$ cat src/rtl/carregador_programa_pkg.sv
// Shared definitions for the program loader: FSM states and file-table entry layout.
// Each file-table entry is two consecutive words: HD base address, then size in words.
package carregador_programa_pkg;

    typedef enum logic [2:0] {
        OCIOSO,
        LE_BASE,
        LE_TAM,
        COPIA,
        FIM,
        FALHA
    } estado_t;

    localparam logic [31:0] OFS_BASE = 32'd0;
    localparam logic [31:0] OFS_TAM  = 32'd1;

    // Word address of one field of entry `id` in the file table.
    function automatic logic [31:0] endereco_entrada(input logic [31:0] id, input logic [31:0] ofs);
        return (id << 1) + ofs;
    endfunction

endpackage

$ cat src/rtl/carregador_programa_contador.sv
// Word counter for the copy loop: cleared before a copy, stepped once per written word.
module contador_palavras (
    input  logic        clock,
    input  logic        reset,
    input  logic        limpar,
    input  logic        incrementar,
    output logic [31:0] valor
);

    logic [31:0] valor_q;
    logic [31:0] valor_d;

    always_comb begin
        valor_d = valor_q;
        if (limpar) begin
            valor_d = '0;
        end else if (incrementar) begin
            valor_d = valor_q + 32'd1;
        end
    end

    always_ff @(posedge clock or posedge reset) begin
        if (reset) begin
            valor_q <= '0;
        end else begin
            valor_q <= valor_d;
        end
    end

    assign valor = valor_q;

endmodule

$ cat src/rtl/carregador_programa.sv
// Program loader: looks up a file in the file table, then copies its words
// from secondary storage (HD) into instruction memory starting at DEST_BASE.
module carregador_programa
    import carregador_programa_pkg::*;
#(
    parameter int unsigned TAB_ENTRADAS = 100,
    parameter int unsigned MAX_PALAVRAS = 256,
    parameter logic [31:0] DEST_BASE    = '0
) (
    input  logic        clock,
    input  logic        reset,
    input  logic        iniciar,
    input  logic [31:0] idArquivo,
    output logic [31:0] tabEndereco,
    input  logic [31:0] tabDados,
    output logic [31:0] hdEndereco,
    input  logic [31:0] hdDados,
    output logic [31:0] memEndereco,
    output logic [31:0] memDados,
    output logic        memEscrita,
    output logic        ocupado,
    output logic        pronto,
    output logic        erro
);

    localparam logic [33:0] LIMITE_TAB = 34'(2 * TAB_ENTRADAS);
    localparam logic [31:0] MAX_TAM    = 32'(MAX_PALAVRAS);

    estado_t     estado_q, estado_d;
    logic [31:0] id_q, id_d;
    logic [31:0] base_q, base_d;
    logic [31:0] tamanho_q, tamanho_d;
    logic [31:0] i_q;
    logic        cont_limpar;
    logic        cont_incrementar;

    contador_palavras u_contador (
        .clock       (clock),
        .reset       (reset),
        .limpar      (cont_limpar),
        .incrementar (cont_incrementar),
        .valor       (i_q)
    );

    always_comb begin
        estado_d         = estado_q;
        id_d             = id_q;
        base_d           = base_q;
        tamanho_d        = tamanho_q;
        cont_limpar      = 1'b0;
        cont_incrementar = 1'b0;
        tabEndereco      = '0;
        hdEndereco       = '0;
        memEndereco      = '0;
        memDados         = '0;
        memEscrita       = 1'b0;
        pronto           = 1'b0;
        erro             = 1'b0;

        unique case (estado_q)
            OCIOSO: begin
                if (iniciar) begin
                    id_d = idArquivo;
                    // 34-bit compare so huge ids cannot wrap back into range.
                    if ({1'b0, idArquivo, 1'b1} >= LIMITE_TAB) begin
                        estado_d = FALHA;
                    end else begin
                        estado_d = LE_BASE;
                    end
                end
            end
            LE_BASE: begin
                tabEndereco = endereco_entrada(id_q, OFS_BASE);
                base_d      = tabDados;
                estado_d    = LE_TAM;
            end
            LE_TAM: begin
                tabEndereco = endereco_entrada(id_q, OFS_TAM);
                tamanho_d   = tabDados;
                cont_limpar = 1'b1;
                if (tabDados == '0) begin
                    estado_d = FIM;
                end else if (tabDados > MAX_TAM) begin
                    estado_d = FALHA;
                end else begin
                    estado_d = COPIA;
                end
            end
            COPIA: begin
                hdEndereco       = base_q + i_q;
                memEndereco      = DEST_BASE + i_q;
                memDados         = hdDados;
                memEscrita       = 1'b1;
                cont_incrementar = 1'b1;
                if (i_q == tamanho_q - 32'd1) begin
                    estado_d = FIM;
                end
            end
            FIM: begin
                pronto   = 1'b1;
                estado_d = OCIOSO;
            end
            FALHA: begin
                erro     = 1'b1;
                estado_d = OCIOSO;
            end
            default: begin
                estado_d = OCIOSO;
            end
        endcase
    end

    assign ocupado = (estado_q != OCIOSO);

    always_ff @(posedge clock or posedge reset) begin
        if (reset) begin
            estado_q  <= OCIOSO;
            id_q      <= '0;
            base_q    <= '0;
            tamanho_q <= '0;
        end else begin
            estado_q  <= estado_d;
            id_q      <= id_d;
            base_q    <= base_d;
            tamanho_q <= tamanho_d;
        end
    end

endmodule
$ cat config.mk
export PLATFORM = sky130hd
export DESIGN_NAME = carregador_programa
export DESIGN_NICKNAME = d
export VERILOG_FILES = /design/src/rtl/carregador_programa_pkg.sv /design/src/rtl/carregador_programa_contador.sv /design/src/rtl/carregador_programa.sv
export SDC_FILE = /design/constraint.sdc
export NUM_CORES = 1
export LEC_CHECK = 0
export BUFFER_PORTS_ARGS = -buffer_cell sky130_fd_sc_hd__buf_2
export CAP_MARGIN = 0
export CORE_MARGIN = 5
export CORE_UTILIZATION = 54
export CTS_CLUSTER_SIZE = 30
export DETAILED_ROUTE_END_ITERATION = 6
export HOLD_SLACK_MARGIN = 0.02
export PLACE_DENSITY = 0.81
export SLEW_MARGIN = 10
export SYNTH_ARGS = -nofsm -noshare
export SYNTH_HDL_FRONTEND = slang
export SYNTH_SLANG_ARGS = --single-unit
$ cat constraint.sdc
create_clock -name clock -period 6.2 [get_ports clock]
set_input_delay 1.24 -clock clock [delete_from_list [all_inputs] [get_ports clock]]
set_output_delay 1.24 -clock clock [all_outputs]
set_load 0.01 [all_outputs]
==> results.cfg <==
[clocking]
cts.clk_slew.worst_paths_ps = 50
clkLatencyLatePin_ps = 420
post-cts-setup-buffers = 0
tritoncts = yes
tritoncts_num_sinks = 130
cts.root.buffer_cell = sky130_fd_sc_hd__clkbuf_16
clk_path_buf_depth = 2
h_tree_depth = 4
post_cts.resized_instances = 0
cts_made_buffers = 17
cts-hold-fix-buffers = 0

[drt]
drt_pre_antenna_iters = 5
route.vias.total = 7929
route.final.wire_length_mm = 25.72
initialDrtViolationCount = 548
vias_per_cell = 5.805
detail_route.drc_violations = 0
wire_per_inst_um = 18.83
drtAntennaViolNets = 0

[floorplanning]
floorplan.initialDensity_pct = 55.26
std_cell_rows = 46
die_w_um = 137.7
core-area_um2 = 15940
io_pins = 231
die-height_um = 137.7
dieArea_um2 = 18970

[synth]
syn_nets = 1068
synth_sequential_area_ratio_pct = 36.93
synth.yosys.warnings = 0
synth_area_leader_cell = sky130_fd_sc_hd__dfrtp_1
yosys_register_bits = 130
synth_cells = 935
edff_count_synth = 0
synth-main-ff-cell = sky130_fd_sc_hd__dfrtp_1
syn_area_um2 = 8810
synth_largest_type_area_fraction_pct = 36.93
ys_async_sr_fraction_pct = 100.0
ys_types = 64
ys_top_cells_by_area = sky130_fd_sc_hd__dfrtp_1, sky130_fd_sc_hd__mux2_2, sky130_fd_sc_hd__and3_1
synth_area_per_cell_um2 = 9.422

[placement]
portBuffers = 230
hpwl_mm = 18.95
gpl.final_weighted_congestion = 0.9420

[critical_path]
crit_path_launch_type = register
crit-reg2reg-capture = estado_q[1]
critical_path.max_fanout = 7
cp.arrival_ps = 4040
reg2regPathDepth = 9
rr_startpoint = tamanho_q[11]
timing.setup.critical_path_class = register to output port
worst-r2r-setup-slack_ps = 2750
worst_ep_required_time_ps = 4960
critPathCaptureType = output port

[layout]
fin_nets = 1271
final.fill_count = 1297
commonest_non_fill_non_tap_cells_in_the_layout = sky130_fd_sc_hd__buf_2, sky130_fd_sc_hd__dfrtp_1, sky130_fd_sc_hd__mux2_2
regArea_um2 = 3254
post_route_cells_drive_above_1_share_pct = 33.68
multi_input_combinational_cell_area_um2 = 5296
area_delta_synth_final_pct = 21.66
layout_commonest_cell = sky130_fd_sc_hd__buf_2

[min_path]
worstHoldPathCells = 1
min_from = id_q[22]
whs_endpoint = id_q[22]
worstHoldPathType = register to register

[sta]
setup-violations-final = 0
rsz0062_at_grt = no
maxSlewViolCount = 0
finalClockSkew_ps = 10.42
worst_pin_slew_ps = 1069
final_hold_viol_count = 0
fmax_mhz = 189.3
finalSetupTns_ps = 0
period_share_pct = 85.21
final_period_minus_worst_setup_slack_ps = 5283
tightest_slew_margin_relative_to_the_limit_pct = 28.70

[outcome]
run_status = complete, no violations

[pwr]
clock_power_share_pct = 22.3
overall_power_mw = 4.558
switching_share_pct = 38.78
cellPowerDensity_nw_per_um2 = 425.3
intPower_mw = 2.790
power.share.sequential_pct = 34.3
max-vdd-ir-drop_v = 0.0002925
cellLeakagePower_nw = 5.303
power.share.combinational_pct = 43.4
power_switching_mw = 1.768

[global_route]
global_route.overflow_total = 0
grtUsageTotal_pct = 27.42
first_global_vias = 7688
grt_first_pass_wirelength_mm = 40.63
grt_start_max_net_pins = 73
initial_antenna_violation_count = 0

[flow_run]
max_cap_violations = 0
[cell usage after synthesis, types with 3 or more instances]
| cell | count |
|---|---|
| sky130_fd_sc_hd__nor2b_1 | 34 |
| sky130_fd_sc_hd__o31ai_1 | 5 |
| sky130_fd_sc_hd__nor4_1 | 14 |
| sky130_fd_sc_hd__nor3_1 | 25 |
| sky130_fd_sc_hd__nor2_1 | 82 |
| sky130_fd_sc_hd__dfrtp_1 | 130 |
| sky130_fd_sc_hd__nand2b_1 | 7 |
| sky130_fd_sc_hd__o211a_1 | 3 |
| sky130_fd_sc_hd__nand2_1 | 41 |
| sky130_fd_sc_hd__o21a_1 | 5 |
| sky130_fd_sc_hd__xor2_1 | 43 |
| sky130_fd_sc_hd__and3_1 | 67 |
| sky130_fd_sc_hd__or3_1 | 15 |
| sky130_fd_sc_hd__o21ai_1 | 6 |
| sky130_fd_sc_hd__o21bai_1 | 3 |
| sky130_fd_sc_hd__a211oi_1 | 8 |
| sky130_fd_sc_hd__buf_1 | 5 |
| sky130_fd_sc_hd__mux2_2 | 94 |
| sky130_fd_sc_hd__or4_1 | 5 |
| sky130_fd_sc_hd__nand4_1 | 12 |
| sky130_fd_sc_hd__o21ai_0 | 36 |
| sky130_fd_sc_hd__a31oi_1 | 8 |
| sky130_fd_sc_hd__a21o_1 | 18 |
| sky130_fd_sc_hd__mux2i_1 | 5 |
| sky130_fd_sc_hd__nand3_1 | 31 |
| sky130_fd_sc_hd__a21oi_1 | 39 |
| sky130_fd_sc_hd__ha_1 | 33 |
| sky130_fd_sc_hd__nor3b_1 | 4 |
| sky130_fd_sc_hd__inv_1 | 17 |
| sky130_fd_sc_hd__xnor2_1 | 46 |
| sky130_fd_sc_hd__o211ai_1 | 7 |
| sky130_fd_sc_hd__clkbuf_1 | 47 |
[layer usage]
layer	part of all wire, %	up-vias	global-route usage (%)
met4	2.1	0	7.849
met5	0	-	0
met2	47	307	43.22
li1	-	3756	-
met3	7.9	45	6.684
met1	43	3821	37.72
[kinds of logic after synthesis]
| family | Yosys count | share of synthesized area, % |
|---|---|---|
| adders and majority gates | 34 | 4.914 |
| AOI/OAI and AO/OA | 153 | 11.19 |
| buffers and inverters | 72 | 3.238 |
| muxes | 100 | 12.84 |
| xor gates and xnor gates | 89 | 8.848 |
| DFF | 130 | 36.93 |
| and+or+nand+nor | 357 | 22.04 |
[worst max-delay path, stage by stage (launching register included)]
cell                       delay, ps
sky130_fd_sc_hd__dfrtp_1         450
sky130_fd_sc_hd__ha_1            270
sky130_fd_sc_hd__fa_1            420
sky130_fd_sc_hd__a21oi_1         210
sky130_fd_sc_hd__o21ai_1         130
sky130_fd_sc_hd__a211oi_1        620
sky130_fd_sc_hd__o31ai_1         180
sky130_fd_sc_hd__a31oi_1         500
sky130_fd_sc_hd__o21ai_1         200
sky130_fd_sc_hd__a31oi_1         280
sky130_fd_sc_hd__xor2_1          170
sky130_fd_sc_hd__nor2_1           50
sky130_fd_sc_hd__buf_2           150
[sequential cells by signal (all words and copies together) (netlist names)]
name and cells:
base_q 32, estado_q 3, id_q 31, tamanho_q 32
u_contador.valor 32
[power by group through the flow]
stage                     clock network (mW)  registers (mW)  logic (mW)
after floorplan                            0            1.38        1.57
after global routing                    1.07            1.62        2.16
after global placement                     0            1.54        1.90
after CTS                               1.03            1.56        1.96
final                                   1.02            1.56        1.98
after detailed placement                   0            1.56        1.95
[cell type report]
cell class | count | share of cell area [%]
Inverter | 18 | 0.6537
Sequential cell | 130 | 30.36
Tap cell | 216 | 2.522
Multi-Input combinational cell | 733 | 49.42
Antenna cell | 1 | 0.02335
Clock buffer | 21 | 4.296
Timing Repair Buffer | 238 | 11.49
Clock inverter | 9 | 1.237
[metrics by stage]
stage / setup slack [ps] / area, um^2 / hold WS [ps] / instances / util [%]
after floorplan: 1491 / 8810 / 472.7 / 935 / -
after global placement: 1611 / 10090 / 481.7 / 1334 / 63.32
after detailed placement: 1525 / 10090 / 487.5 / 1334 / 63.32
after CTS: 1061 / 10690 / 500.4 / 1364 / 67.04
after global routing: 886.3 / 10720 / 514.4 / 1365 / 67.21
final: 917.1 / 10720 / 499.4 / 1366 / 67.23
[worst max-delay path by stage]
stage | cells past startpoint | startpoint | endpoint
after global placement | 12 | u_contador.valor[0] | hdEndereco[28]
after global routing | 12 | u_contador.valor[0] | hdEndereco[30]
after detailed placement | 12 | u_contador.valor[0] | hdEndereco[30]
after CTS | 12 | u_contador.valor[0] | hdEndereco[30]
after floorplan | 1 | reset | base_q[0]
final | 12 | u_contador.valor[0] | hdEndereco[30]
No activity file was read; power rests on OpenSTA's default activity.
